### config.mk
export PLATFORM = sky130hd
export DESIGN_NAME = ft245_fifo_bridge
export DESIGN_NICKNAME = d
export VERILOG_FILES = /design/src/rtl/ft245_fifo_bridge.sv
export SDC_FILE = /design/constraint.sdc
export NUM_CORES = 1
export LEC_CHECK = 0
export CORE_MARGIN = 1
export CORE_UTILIZATION = 50
export DETAILED_ROUTE_END_ITERATION = 8
export PLACE_DENSITY = 0.68
export SLEW_MARGIN = 20
export SYNTH_ARGS = -nofsm -noshare
export SYNTH_HDL_FRONTEND = slang
export SYNTH_SLANG_ARGS = --single-unit
### constraint.sdc
create_clock -name clk -period 8.8 [get_ports clk]
set_input_delay 0.88 -clock clk [delete_from_list [all_inputs] [get_ports clk]]
set_output_delay 0.88 -clock clk [all_outputs]
set_load 0.05 [all_outputs]
### src/rtl/ft245_fifo_bridge.sv
// FT245/UM245R host bridge: byte FIFOs, cycle-counted WR/_RD strobes, round-robin arbitration, loopback.
// Latency: flags 2-cycle synchronised; backpressure via tx_ready (TX full) and a full RX FIFO stalling device reads.
module ft245_fifo_bridge_fifo #(
    parameter int DEPTH = 16,
    parameter int AW    = $clog2(DEPTH)
) (
    input  logic          clk,
    input  logic          mr_n,
    input  logic          push,
    input  logic [7:0]    push_dat,
    input  logic          pop,
    output logic [7:0]    head_dat,
    output logic          full,
    output logic          empty,
    output logic [AW:0]   level
);
    logic [7:0]  mem_q [DEPTH];
    logic [7:0]  mem_d [DEPTH];
    logic [AW:0] wr_ptr_q, wr_ptr_d;
    logic [AW:0] rd_ptr_q, rd_ptr_d;
    logic        do_push, do_pop;

    // Extra pointer MSB tells full from empty when the index bits match.
    assign full     = (wr_ptr_q[AW] != rd_ptr_q[AW]) && (wr_ptr_q[AW-1:0] == rd_ptr_q[AW-1:0]);
    assign empty    = (wr_ptr_q == rd_ptr_q);
    assign level    = wr_ptr_q - rd_ptr_q;
    assign do_push  = push && !full;
    assign do_pop   = pop && !empty;
    assign head_dat = mem_q[rd_ptr_q[AW-1:0]];

    always_comb begin
        mem_d    = mem_q;
        wr_ptr_d = wr_ptr_q;
        rd_ptr_d = rd_ptr_q;
        if (do_push) begin
            mem_d[wr_ptr_q[AW-1:0]] = push_dat;
            wr_ptr_d                = wr_ptr_q + 1'b1;
        end
        if (do_pop) begin
            rd_ptr_d = rd_ptr_q + 1'b1;
        end
    end

    always_ff @(posedge clk) begin
        mem_q <= mem_d;
        if (!mr_n) begin
            wr_ptr_q <= '0;
            rd_ptr_q <= '0;
        end else begin
            wr_ptr_q <= wr_ptr_d;
            rd_ptr_q <= rd_ptr_d;
        end
    end
endmodule

module ft245_fifo_bridge #(
    parameter int TX_DEPTH = 16,
    parameter int RX_DEPTH = 16,
    parameter int RD_PULSE = 4,
    parameter int RD_GAP   = 8,
    parameter int WR_SETUP = 2,
    parameter int WR_PULSE = 3,
    parameter int WR_GAP   = 8,
    parameter int LOOPBACK = 0
) (
    input  logic                        clk,
    input  logic                        _MR,
    input  logic [7:0]                  tx_data,
    input  logic                        tx_valid,
    output logic                        tx_ready,
    output logic [7:0]                  rx_data,
    output logic                        rx_valid,
    input  logic                        rx_ready,
    output logic [$clog2(TX_DEPTH):0]   tx_level,
    output logic [$clog2(RX_DEPTH):0]   rx_level,
    output logic [7:0]                  D_out,
    output logic                        D_oe,
    input  logic [7:0]                  D_in,
    output logic                        WR,
    output logic                        _RD,
    input  logic                        _TXE,
    input  logic                        _RXF
);
    localparam int CW = 8;
    localparam bit LB = (LOOPBACK != 0);
    localparam logic [CW-1:0] RD_PULSE_L = CW'(RD_PULSE - 1);
    localparam logic [CW-1:0] RD_GAP_L   = CW'(RD_GAP - 1);
    localparam logic [CW-1:0] WR_SETUP_L = CW'(WR_SETUP - 1);
    localparam logic [CW-1:0] WR_PULSE_L = CW'(WR_PULSE - 1);
    localparam logic [CW-1:0] WR_GAP_L   = CW'(WR_GAP - 1);
    localparam logic PRI_RD = 1'b0;
    localparam logic PRI_WR = 1'b1;

    typedef enum logic [2:0] {
        ST_IDLE, ST_RD_LO, ST_RD_GAP, ST_WR_SET, ST_WR_HI, ST_WR_GAP
    } state_t;

    state_t          state_q, state_d;
    logic [CW-1:0]   cnt_q, cnt_d;
    logic            prio_q, prio_d;
    logic [7:0]      d_out_q, d_out_d;
    logic            txe_meta_q, txe_meta_d, txe_s_q, txe_s_d;
    logic            rxf_meta_q, rxf_meta_d, rxf_s_q, rxf_s_d;

    logic            tx_full, tx_empty, tx_pop;
    logic [7:0]      tx_head;
    logic            rx_full, rx_empty, rx_push;
    logic [7:0]      rx_push_dat;
    logic            can_rd, can_wr;

    ft245_fifo_bridge_fifo #(.DEPTH(TX_DEPTH)) u_tx_fifo (
        .clk      (clk),
        .mr_n     (_MR),
        .push     (tx_valid),
        .push_dat (tx_data),
        .pop      (tx_pop),
        .head_dat (tx_head),
        .full     (tx_full),
        .empty    (tx_empty),
        .level    (tx_level)
    );

    ft245_fifo_bridge_fifo #(.DEPTH(RX_DEPTH)) u_rx_fifo (
        .clk      (clk),
        .mr_n     (_MR),
        .push     (rx_push),
        .push_dat (rx_push_dat),
        .pop      (rx_ready),
        .head_dat (rx_data),
        .full     (rx_full),
        .empty    (rx_empty),
        .level    (rx_level)
    );

    assign tx_ready = !tx_full;
    assign rx_valid = !rx_empty;
    assign can_rd   = !rxf_s_q && !rx_full;
    assign can_wr   = !txe_s_q && !tx_empty;

    always_comb begin
        txe_meta_d = _TXE;
        txe_s_d    = txe_meta_q;
        rxf_meta_d = _RXF;
        rxf_s_d    = rxf_meta_q;
    end

    always_comb begin
        state_d     = state_q;
        cnt_d       = cnt_q;
        prio_d      = prio_q;
        d_out_d     = d_out_q;
        tx_pop      = 1'b0;
        rx_push     = 1'b0;
        rx_push_dat = D_in;
        unique case (state_q)
            ST_IDLE: begin
                if (LB) begin
                    if (!tx_empty && !rx_full) begin
                        tx_pop      = 1'b1;
                        rx_push     = 1'b1;
                        rx_push_dat = tx_head;
                    end
                end else if (can_rd && (!can_wr || prio_q == PRI_RD)) begin
                    state_d = ST_RD_LO;
                    cnt_d   = RD_PULSE_L;
                    prio_d  = PRI_WR;
                end else if (can_wr) begin
                    state_d = ST_WR_SET;
                    cnt_d   = WR_SETUP_L;
                    prio_d  = PRI_RD;
                    tx_pop  = 1'b1;
                    d_out_d = tx_head;
                end
            end
            ST_RD_LO: begin
                if (cnt_q == '0) begin
                    rx_push = 1'b1;
                    state_d = ST_RD_GAP;
                    cnt_d   = RD_GAP_L;
                end else begin
                    cnt_d = cnt_q - 1'b1;
                end
            end
            ST_RD_GAP: begin
                if (cnt_q == '0) state_d = ST_IDLE;
                else             cnt_d   = cnt_q - 1'b1;
            end
            ST_WR_SET: begin
                if (cnt_q == '0) begin
                    state_d = ST_WR_HI;
                    cnt_d   = WR_PULSE_L;
                end else begin
                    cnt_d = cnt_q - 1'b1;
                end
            end
            ST_WR_HI: begin
                if (cnt_q == '0) begin
                    state_d = ST_WR_GAP;
                    cnt_d   = WR_GAP_L;
                end else begin
                    cnt_d = cnt_q - 1'b1;
                end
            end
            ST_WR_GAP: begin
                if (cnt_q == '0) state_d = ST_IDLE;
                else             cnt_d   = cnt_q - 1'b1;
            end
            default: state_d = ST_IDLE;
        endcase
    end

    // Strobes decode straight from the state flop so reset drops them on the reset edge.
    assign WR    = (state_q == ST_WR_HI);
    assign _RD   = (state_q != ST_RD_LO);
    assign D_oe  = (state_q == ST_WR_SET) || (state_q == ST_WR_HI) ||
                   ((state_q == ST_WR_GAP) && (cnt_q == WR_GAP_L));
    assign D_out = d_out_q;

    always_ff @(posedge clk) begin
        if (!_MR) begin
            state_q    <= ST_IDLE;
            cnt_q      <= '0;
            prio_q     <= PRI_RD;
            d_out_q    <= '0;
            txe_meta_q <= 1'b1;
            txe_s_q    <= 1'b1;
            rxf_meta_q <= 1'b1;
            rxf_s_q    <= 1'b1;
        end else begin
            state_q    <= state_d;
            cnt_q      <= cnt_d;
            prio_q     <= prio_d;
            d_out_q    <= d_out_d;
            txe_meta_q <= txe_meta_d;
            txe_s_q    <= txe_s_d;
            rxf_meta_q <= rxf_meta_d;
            rxf_s_q    <= rxf_s_d;
        end
    end
endmodule

* Word-level counts from Yosys, hierarchy flattened *
Cells that the tools add are included.

word-level totals
  output and inout bits = 31
  input bits = 22
  bits in registers = 300

operators by class
  bitwise operators = 6
  $lt $le $gt $ge = 6
  equal/unequal tests = 19
  muxes and demuxes = 32
  reductions and logical operators = 32
  $add $sub $neg = 7

operators by type and width
  operator                                                               count
  128-bit bitwise mux                                                    2
  8-bit two-way mux                                                      11
  8-bit binary-select mux with 4-bit select                              2
  8-bit demux with 4-bit select                                          2
  8-bit case mux with 4 select lines                                     1
  5-bit by 1-bit adder with 5-bit output (second input constant)         4
  5-bit >= comparator (second input constant)                            4
  4-bit inverter with 5-bit output                                       4
  3-bit two-way mux                                                      6
  3-bit case mux with 5 select lines                                     1
  1-bit logical AND                                                      12
  5-bit == test                                                          2
  5-bit by 1-bit < comparator with 1-bit output (second input constant)  2
  5-bit subtractor                                                       2
  4-bit == test                                                          2
  8-bit by 3-bit == test with 1-bit output (second input constant)       1
  8-bit logical NOT                                                      1
  8-bit by 1-bit subtractor with 8-bit output (second input constant)    1
  1-bit logical NOT                                                      7
  1-bit two-way mux                                                      7
  3-bit by 2-bit == test with 1-bit output (second input constant)       2
  3-bit == test (second input constant)                                  2
  2-bit != test (second input constant)                                  3
  3-bit AND reduction                                                    2
  other kinds (13)                                                       19

* Logic depth before layout (Yosys ltp) *
Gate-level depths: netlist of run 1.

  word-level depth = 9
  depth in mapped cells = 11

* By module *
Synthesis of run 1 repeated with hierarchy kept, for this count alone.

unflattened totals
  cells, all modules = 770
  area total of the unflattened synthesis = 12,761.0 µm²

modules (own cells, without submodules)
  module                  area each (µm²)  times used  cells each  sequential area each (µm²)
  ft245_fifo_bridge_fifo  5,741.8          2           310         4,043.9
  ft245_fifo_bridge       1,277.5          1           150         480.5

* Least setup slack after synthesis of run 1 *
Ideal clock, no wire load.

  kind = register to register
  start point = reg u_rx_fifo.rd_ptr_q[1]
  end point = reg u_rx_fifo.mem_q[112] in the netlist's numbering (enable)
  required time = 8.417 ns
  cell stages (with the launch flop) = 10
  arrival time = 3.040 ns
  slack = 5.377 ns
  setup time = 0.383 ns
  clock period less this slack = 3.423 ns
  cell sequence = dfxtp_1 clkbuf_1 buf_1 inv_1 ha_1 and4_1 buf_2 a2111oi_4 nand2_1 nor3_1

on the way
  longest elaborated chain between the ends = 4

RTL lines
  what                    RTL line  source
  from (decl)             20        logic [AW:0] rd_ptr_q, rd_ptr_d;
  from (signal assigned)  51        rd_ptr_q <= rd_ptr_d;
  4-bit == test           24        assign full = (wr_ptr_q[AW] != rd_ptr_q[AW]) && (wr_ptr_q[AW-1:0] == rd_ptr_q[AW-1:0]);
  1-bit logical AND       24
  1-bit logical NOT       27        assign do_push = push && !full;
  1-bit logical AND       27
  to (signal assigned)    45        mem_q <= mem_d;
  to (decl)               17        logic [7:0] mem_q [DEPTH];

No other way between the ends.
A chain may end at the register's enable or synchronous reset.

* Worst setup path in the final report of run 1 *
  start point = reg u_rx_fifo.rd_ptr_q[1]
  end point = out rx_level[3]

on the way
  longest elaborated chain between the ends = 1

RTL lines
  what              RTL line  source
  5-bit subtractor  26        assign level = wr_ptr_q - rd_ptr_q;
  to (decl)         75        output logic [$clog2(RX_DEPTH):0] rx_level,

No other way between the ends.

==> run_results.csv, run 1 <==
group,metric,value,unit
outcome,status,"complete, no violations",
worst_setup_path,critPathBufInv,3,
detailed_routing,drc,0,
finish,num_antenna_cells,0,
detailed_routing,antenna_left,0,
global_route,grt_usage,0.2013,
floorplanning,die_y,158.6,microns
synth,ys_warn_count,0,
power_and_ir_drop,power.total,3.330,mW
finish,nFillCells,1734,
floorplanning,pin_count,53,
hold_path,hold_class,"reg2reg",
timing,relSlewSlack,0.4020,
cts,cts_made_buffers,29,
worst_setup_path,critical_path_class,"reg2out",
cts,clock_latency,0.54,ns
synth,post_synth.cell_area_avg,17.55,sq um
finish,syn2layout_area_growth,13.84,%
cts,cts_hold_buf,0,
finish,drive_gt1_frac,0.1817,
cts,cts_resized,0,
worst_setup_path,path_delay_family,"buffers and inverters",
finish,multiInputGateArea,3510,sq um
synth,yosys.area.top_type,"edfxtp_1",
synth,ys_seq_elements,300,
timing,worst_pin_slew,0.8937,ns
global_route,first_global_vias,6534,
timing,timing.final.max_slew_violations,0,
cts,cts_tree,"built",
power_and_ir_drop,power.density,238.5,nW/um^2
power_and_ir_drop,leakage,4.409,nW
place,finalWeightedCongestion,0.8730,
cts,postCtsSetupBuffers,0,
timing,hold_violations,0,
worst_setup_path,worstSetupEndpointType,"output pin",
global_route,grt_pass1_wl,37320,microns
timing,skew,0.007669,ns
worst_setup_path,worst-path-max-fanout,19,
detailed_routing,via_per_inst,5.846,
detailed_routing,vias,6401,
worst_setup_path,path_cells,"buf_4 -> inv_1 -> ha_1 -> a21o_1 -> a21oi_1 -> xnor2_1 -> clkdlybuf4s50_1",
cts,cts_buffer_depth,3,
synth,synth_cells,699,
synth,ys_top_cells_by_area,"edfxtp_1 (63%), mux4_2 (15%), dfxtp_1 (7.2%)",
power_and_ir_drop,p_sw,902.4,uW
worst_setup_path,start_kind,"register",
detailed_routing,drt_iter0_drc,412,
floorplanning,rows,56,
power_and_ir_drop,p_clk_frac,0.332,
cts,cts_root_buf,"clkbuf_16",
timing,fin_crit_sh,0.5081,
place,dp_hpwl,16220,microns
cts,cts.sinks,300,
timing,layout_min_cycle_time,4.471,ns
synth,synth_cell_types,56,
cts,cts.clk_slew.worst_paths,0.06,ns
timing,tns,0,ns
finish,fin_nets,798,
global_route,antenna_found_initial,0,
floorplanning,die_x,158.6,microns
place,io_buffers,52,
power_and_ir_drop,switching_share,0.2710,
floorplanning,coreArea,23750,sq um
flow_run,cap_violations,0,
synth,seq_area_frac_synth,0.6985,
power_and_ir_drop,internal_power,2.428,mW
synth,syn_nets,743,
synth,synth_edf_count,256,
synth,synthesis.area,12270,sq um
detailed_routing,firstDrtPassIters,5,
timing,final-setup-viol-count,0,
finish,regArea,8571,sq um
global_route,grt-ovfl-total,0,
worst_setup_path,worst_ep_required_time,7.92,ns
worst_setup_path,critical-path-max-stage-delay,0.90,ns
detailed_routing,wl_per_cell,21.92,microns
worst_setup_path,crit_arrival,3.59,ns
detailed_routing,totalWireLength,24000,microns
global_route,grt_max_degree,37,
timing,rsz0062_at_grt,"false",
worst_setup_path,cp_slowest_cell,"dfxtp_1",
cts,htreeDepth,1,
synth,synthFlopType,"edfxtp_1",
floorplanning,dieArea,25160,sq um
power_and_ir_drop,peakVddDrop,157.8,uV
timing,fmax,0.2237,GHz
power_and_ir_drop,seq_power_share,0.488,
power_and_ir_drop,power_frac_comb,0.180,
floorplanning,start_util,0.5164,
synth,synth_top_area_frac,0.6267,
synth,async_flop_share,0,
power groups by stage:
stage	Sequential (mW)	Combinational, mW	Clock [mW]
final	1.63	0.599	1.11
after detailed placement	1.65	0.599	0
after global placement	1.65	0.587	0
after CTS	1.62	0.602	1.13
after global routing	1.63	0.643	1.18
after floorplan	1.64	0.441	0
cells in the mapped netlist, types with 3 or more instances:
library cell / count
edfxtp_1: 256
mux4_2: 80
nor2_1: 51
dfxtp_1: 44
nand2_1: 42
inv_1: 21
clkbuf_1: 20
ha_1: 20
o21ai_0: 17
nor3_1: 15
xnor2_1: 15
a21oi_1: 13
buf_1: 9
nand2b_1: 9
xor2_1: 7
a21o_1: 6
nand4_1: 6
a31oi_1: 5
or3_1: 5
nand3_1: 4
a211oi_1: 3
mux2i_1: 3
o21a_1: 3
o41ai_1: 3
or3_2: 3
final cells by class:
class	count	share of cell area
sequential	300	0.6137
multi-input combinational	342	0.2513
clock buffer	39	0.05465
timing repair buffer	57	0.03996
tap	319	0.02858
inverter	24	0.006451
clock inverter	14	0.005286
layer usage:
| metal | track usage | wire (microns) |
|---|---|---|
| met1 | 0.2873 | 10370 |
| met2 | 0.3271 | 11720 |
| met3 | 0.02613 | 1293 |
| met4 | 0.05861 | 620 |
| met5 | 0 | 0 |
flip-flops by register name, indices dropped and copies added (netlist names):
signal,flops
state_q,3
u_tx_fifo.wr_ptr_q,5
rxf_s_q,1
rxf_meta_q,1
u_tx_fifo.rd_ptr_q,5
u_rx_fifo.mem_q,128
D_out,8
u_rx_fifo.wr_ptr_q,5
cnt_q,8
txe_meta_q,1
u_tx_fifo.mem_q,128
u_rx_fifo.rd_ptr_q,5
txe_s_q,1
prio_q,1
per-stage QoR:
stage / instance area (sq um) / util / hold WS (ns) / setup WS (ns) / cells
2_1_floorplan: 12270 / - / 0.3863 / 5.377 / 699
3_3_place_gp: 13090 / 0.5512 / 0.3979 / 4.669 / 1042
3_5_place_dp: 13110 / 0.5520 / 0.4163 / 4.433 / 1042
4_1_cts: 13950 / 0.5873 / 0.4339 / 4.258 / 1095
5_1_grt: 13960 / 0.5879 / 0.4416 / 4.150 / 1095
6_report: 13960 / 0.5879 / 0.4305 / 4.329 / 1095
worst register-to-register path: stages, from the launching register on:
cell,delay [ns]
dfxtp_1,0.90
buf_4,0.42
inv_1,0.12
ha_1,0.32
and4_1,0.27
a2111oi_4,0.69
nand2_1,0.31
nor2_1,0.74
layout by cell type (no fill, tap or decap), types with 2 or more instances in the layout:
cell type          n
nand3_1            4
edfxtp_1         256
a211oi_1           3
dfxtp_1           42
mux2i_1            3
o41ai_1            3
nand4_1            6
inv_2              2
or3_1              5
nor2_1            51
and4_1             2
inv_6              2
o211ai_1           2
clkinv_1           6
clkbuf_1          10
a31oi_1            5
nand2b_1           9
xor2_1             7
a21boi_1           2
fa_1               2
a21o_1             6
o21ai_0           17
clkdlybuf4s50_1   52
dfxtp_2            2
nor3_2             7
buf_4              5
or3_2              3
o311ai_0           2
clkbuf_16         29
mux4_2            80
xnor2_1           15
ha_1              20
nor4_1             2
a21oi_1           13
inv_1             21
nor3_1             8
nand2_1           42
o21a_1             3
clkinv_2           5
cells by family (layout without fill, tap and decap cells):
group / Yosys count / count (layout) / share of synthesized area
DFF: 300 / 300 / 0.6985
and+or+nand+nor: 147 / 147 / 0.05610
AOI/OAI and AO/OA: 68 / 68 / 0.03845
muxes: 83 / 83 / 0.1493
xor gates and xnor gates: 22 / 22 / 0.01571
buffers and inverters: 57 / 134 / 0.01826
adders and majority gates: 22 / 22 / 0.02366
final timing paths:
path / from / slack, ns / to / cells past startpoint
max: u_rx_fifo.rd_ptr_q[1]$_SDFFE_PN0P_ / 4.33 / rx_level[3] / 7
max reg2reg: u_rx_fifo.rd_ptr_q[1]$_SDFFE_PN0P_ / 4.66 / u_rx_fifo.mem_q[91]$_DFFE_PP_ / 7
min reg2reg: txe_meta_q$_SDFF_PN1_ / 0.43 / txe_s_q$_SDFF_PN1_ / 1
min: txe_meta_q$_SDFF_PN1_ / 0.43 / txe_s_q$_SDFF_PN1_ / 1
(Power assumes the default switching activity.)
==> inputs of run 2 (changes only) <==
==> constraint.sdc (replaced) <==
create_clock -name clk -period 4.22 [get_ports clk]
set_input_delay 0.422 -clock clk [delete_from_list [all_inputs] [get_ports clk]]
set_output_delay 0.422 -clock clk [all_outputs]
set_load 0.05 [all_outputs]
==> run_results.csv, run 2 (same netlist as run 1, synthesis figures left out) <==
group,metric,value,unit
finish,fin_nets,816,
timing,worst_pin_slew,0.8195,ns
floorplanning,rows,56,
timing,final-setup-viol-count,0,
worst_setup_path,worst_ep_required_time,3.80,ns
finish,utilization,0.5986,
global_route,use_met2,0.3358,
place,dp_cells,1059,
global_route,grt_pass1_wl,37500,microns
power_and_ir_drop,power.total,7.245,mW
finish,reg_top3,"u_rx_fifo.mem_q (128), u_tx_fifo.mem_q (128)",
worst_setup_path,start_kind,"register",
detailed_routing,totalWireLength,24270,microns
detailed_routing,drt_iter0_drc,467,
outcome,status,"complete, no violations",
worst_setup_path,worstSetupEndpointType,"output pin",
global_route,grt_usage,0.2029,
place,dp_hpwl,16240,microns
worst_setup_path,crit_arrival,3.15,ns
finish,num_antenna_cells,0,
worst_setup_path,path_cells,"buf_12 -> mux4_2 -> mux4_2 -> clkdlybuf4s50_1",
detailed_routing,drc,0,
worst_setup_path,critPathBufInv,2,
worst_setup_path,worst-path-max-fanout,28,
place,pre_cts_slack,0.8183,ns
detailed_routing,vias,6452,
timing,rsz0062_at_grt,"false",
worst_setup_path,cpMostUsedCell,"mux4_2",
floorplanning,die_y,158.6,microns
detailed_routing,firstDrtPassIters,5,
timing,layout_min_cycle_time,3.575,ns
floorplanning,dieArea,25160,sq um
timing,timing.final.max_slew_violations,0,
hold_path,hold_depth,1,
global_route,grt-ovfl-total,0,
timing,skew,0.01923,ns
floorplanning,pin_count,53,
worst_setup_path,r2r-start,"u_rx_fifo.rd_ptr_q[2]$_SDFFE_PN0P_",
cts,clock_latency,0.54,ns
power_and_ir_drop,leakage,4.543,nW
finish,drive_gt1_frac,0.1985,
cts,postCtsSetupBuffers,0,
hold_path,min_to,"txe_s_q$_SDFF_PN1_",
global_route,busiest_layer,"met2",
worst_setup_path,critical_path_class,"reg2out",
power_and_ir_drop,peakVddDrop,356.4,uV
timing,fmax,0.2798,GHz
worst_setup_path,reg2reg_to,"u_rx_fifo.mem_q[31]$_DFFE_PP_",
finish,finalNonFillerCells,1115,
cts,cts_hold_buf,0,
finish,nFillCells,1716,
cts,cts_buffer_depth,3,
place,finalWeightedCongestion,0.9054,
cts,cts_made_buffers,30,
flow_run,cap_violations,0,
finish,final_common_cell,"edfxtp_1",
cts,cts.sinks,300,
timing,fin_crit_sh,0.8471,
global_route,use_met3,0.02722,
worst_setup_path,reg2reg_slack,0.84,ns
worst_setup_path,path_delay_family,"multiplexers",
cts,htreeDepth,1,
worst_setup_path,r2r_cells,6,
global_route,antenna_found_initial,0,
global_route,grt_use_met1,0.2832,
detailed_routing,wl_per_cell,21.76,microns
cts,cts_tree,"built",
worst_setup_path,cp_slowest_cell,"clkdlybuf4s50_1",
cts,cts.clk_slew.worst_paths,0.06,ns
floorplanning,start_util,0.5164,
timing,hold_violations,0,
cts,cts_resized,0,
global_route,grt_max_degree,36,
worst_setup_path,critical-path-max-stage-delay,0.72,ns
detailed_routing,antenna_left,0,
global_route,first_global_vias,6533,
power_and_ir_drop,power.density,509.6,nW/um^2
timing,relSlewSlack,0.4517,
floorplanning,die_x,158.6,microns
floorplanning,coreArea,23750,sq um
place,io_buffers,52,
timing,tns,0,ns
timing,setup_slack,0.6454,ns
finish,layout_common_cells,"edfxtp_1 (256), mux4_2 (80), clkdlybuf4s50_1 (52), nor2_1 (51)",
cts,cts_root_buf,"clkbuf_16",
finish,syn2layout_area_growth,15.90,%
hold_path,min-delay-start,"txe_meta_q$_SDFF_PN1_",
hold_path,hold_class,"reg2reg",
detailed_routing,via_per_inst,5.787,
==> run 2: layout make-up <==
cell class | count | area, sq um | share of cell area
clock buffers | 42 | 857.1 | 0.06028
flip-flops and latches | 300 | 8571 | 0.6028
multi-input cells | 342 | 3475 | 0.2444
clock inverters | 14 | 127.6 | 0.008976
well taps | 319 | 399.1 | 0.02807
inverters | 24 | 90.09 | 0.006336
repair buffers | 74 | 698.2 | 0.04911
==> run 2: worst max-delay path by stage <==
stage | cells past startpoint | to | slack (ns) | startpoint
4_1_cts | 4 | rx_data[6] | 0.60 | u_rx_fifo.rd_ptr_q[0]$_SDFFE_PN0P_
3_3_place_gp | 6 | u_rx_fifo.mem_q[25]$_DFFE_PP_ | 1.00 | u_rx_fifo.rd_ptr_q[2]$_SDFFE_PN0P_
5_1_grt | 4 | rx_data[6] | 0.53 | u_rx_fifo.rd_ptr_q[0]$_SDFFE_PN0P_
3_5_place_dp | 6 | u_rx_fifo.mem_q[28]$_DFFE_PP_ | 0.82 | u_rx_fifo.rd_ptr_q[2]$_SDFFE_PN0P_
6_report | 4 | rx_data[6] | 0.65 | u_rx_fifo.rd_ptr_q[0]$_SDFFE_PN0P_
2_1_floorplan | 9 | u_rx_fifo.mem_q[112]$_DFFE_PP_ | 0.80 | u_rx_fifo.rd_ptr_q[1]$_SDFFE_PN0P_
==> run 2: per-stage QoR <==
step / hold WS (ns) / area (sq um)
after CTS: 0.4090 / 14220
after detailed placement: 0.3978 / 13230
after global placement: 0.3933 / 13230
final: 0.4086 / 14220
after floorplan: 0.3863 / 12270
after global routing: 0.4312 / 14220
==> run 2: power by group <==
group	switching (mW)	total, mW	internal [mW]	leakage, nW
Sequential	0.0797	3.38	3.30	2.67
Clock	1.06	2.60	1.54	0.479
Combinational	0.761	1.27	0.505	1.40
==> run 2: worst reg2reg max path, cell delays in order, from the launching register on <==
cell,delay (ns)
dfxtp_1,0.66
inv_1,0.15
ha_1,0.38
and4_1,0.30
a2111oi_4,0.68
nand2_1,0.25
nor2_1,0.59
==> run 2: per-layer routing <==
layer  vias to the layer above  part of all wire
li1                       2912                 -
met1                      3252              0.43
met2                       238              0.49
met3                        50             0.056
met4                         0             0.023
met5                         -                 0
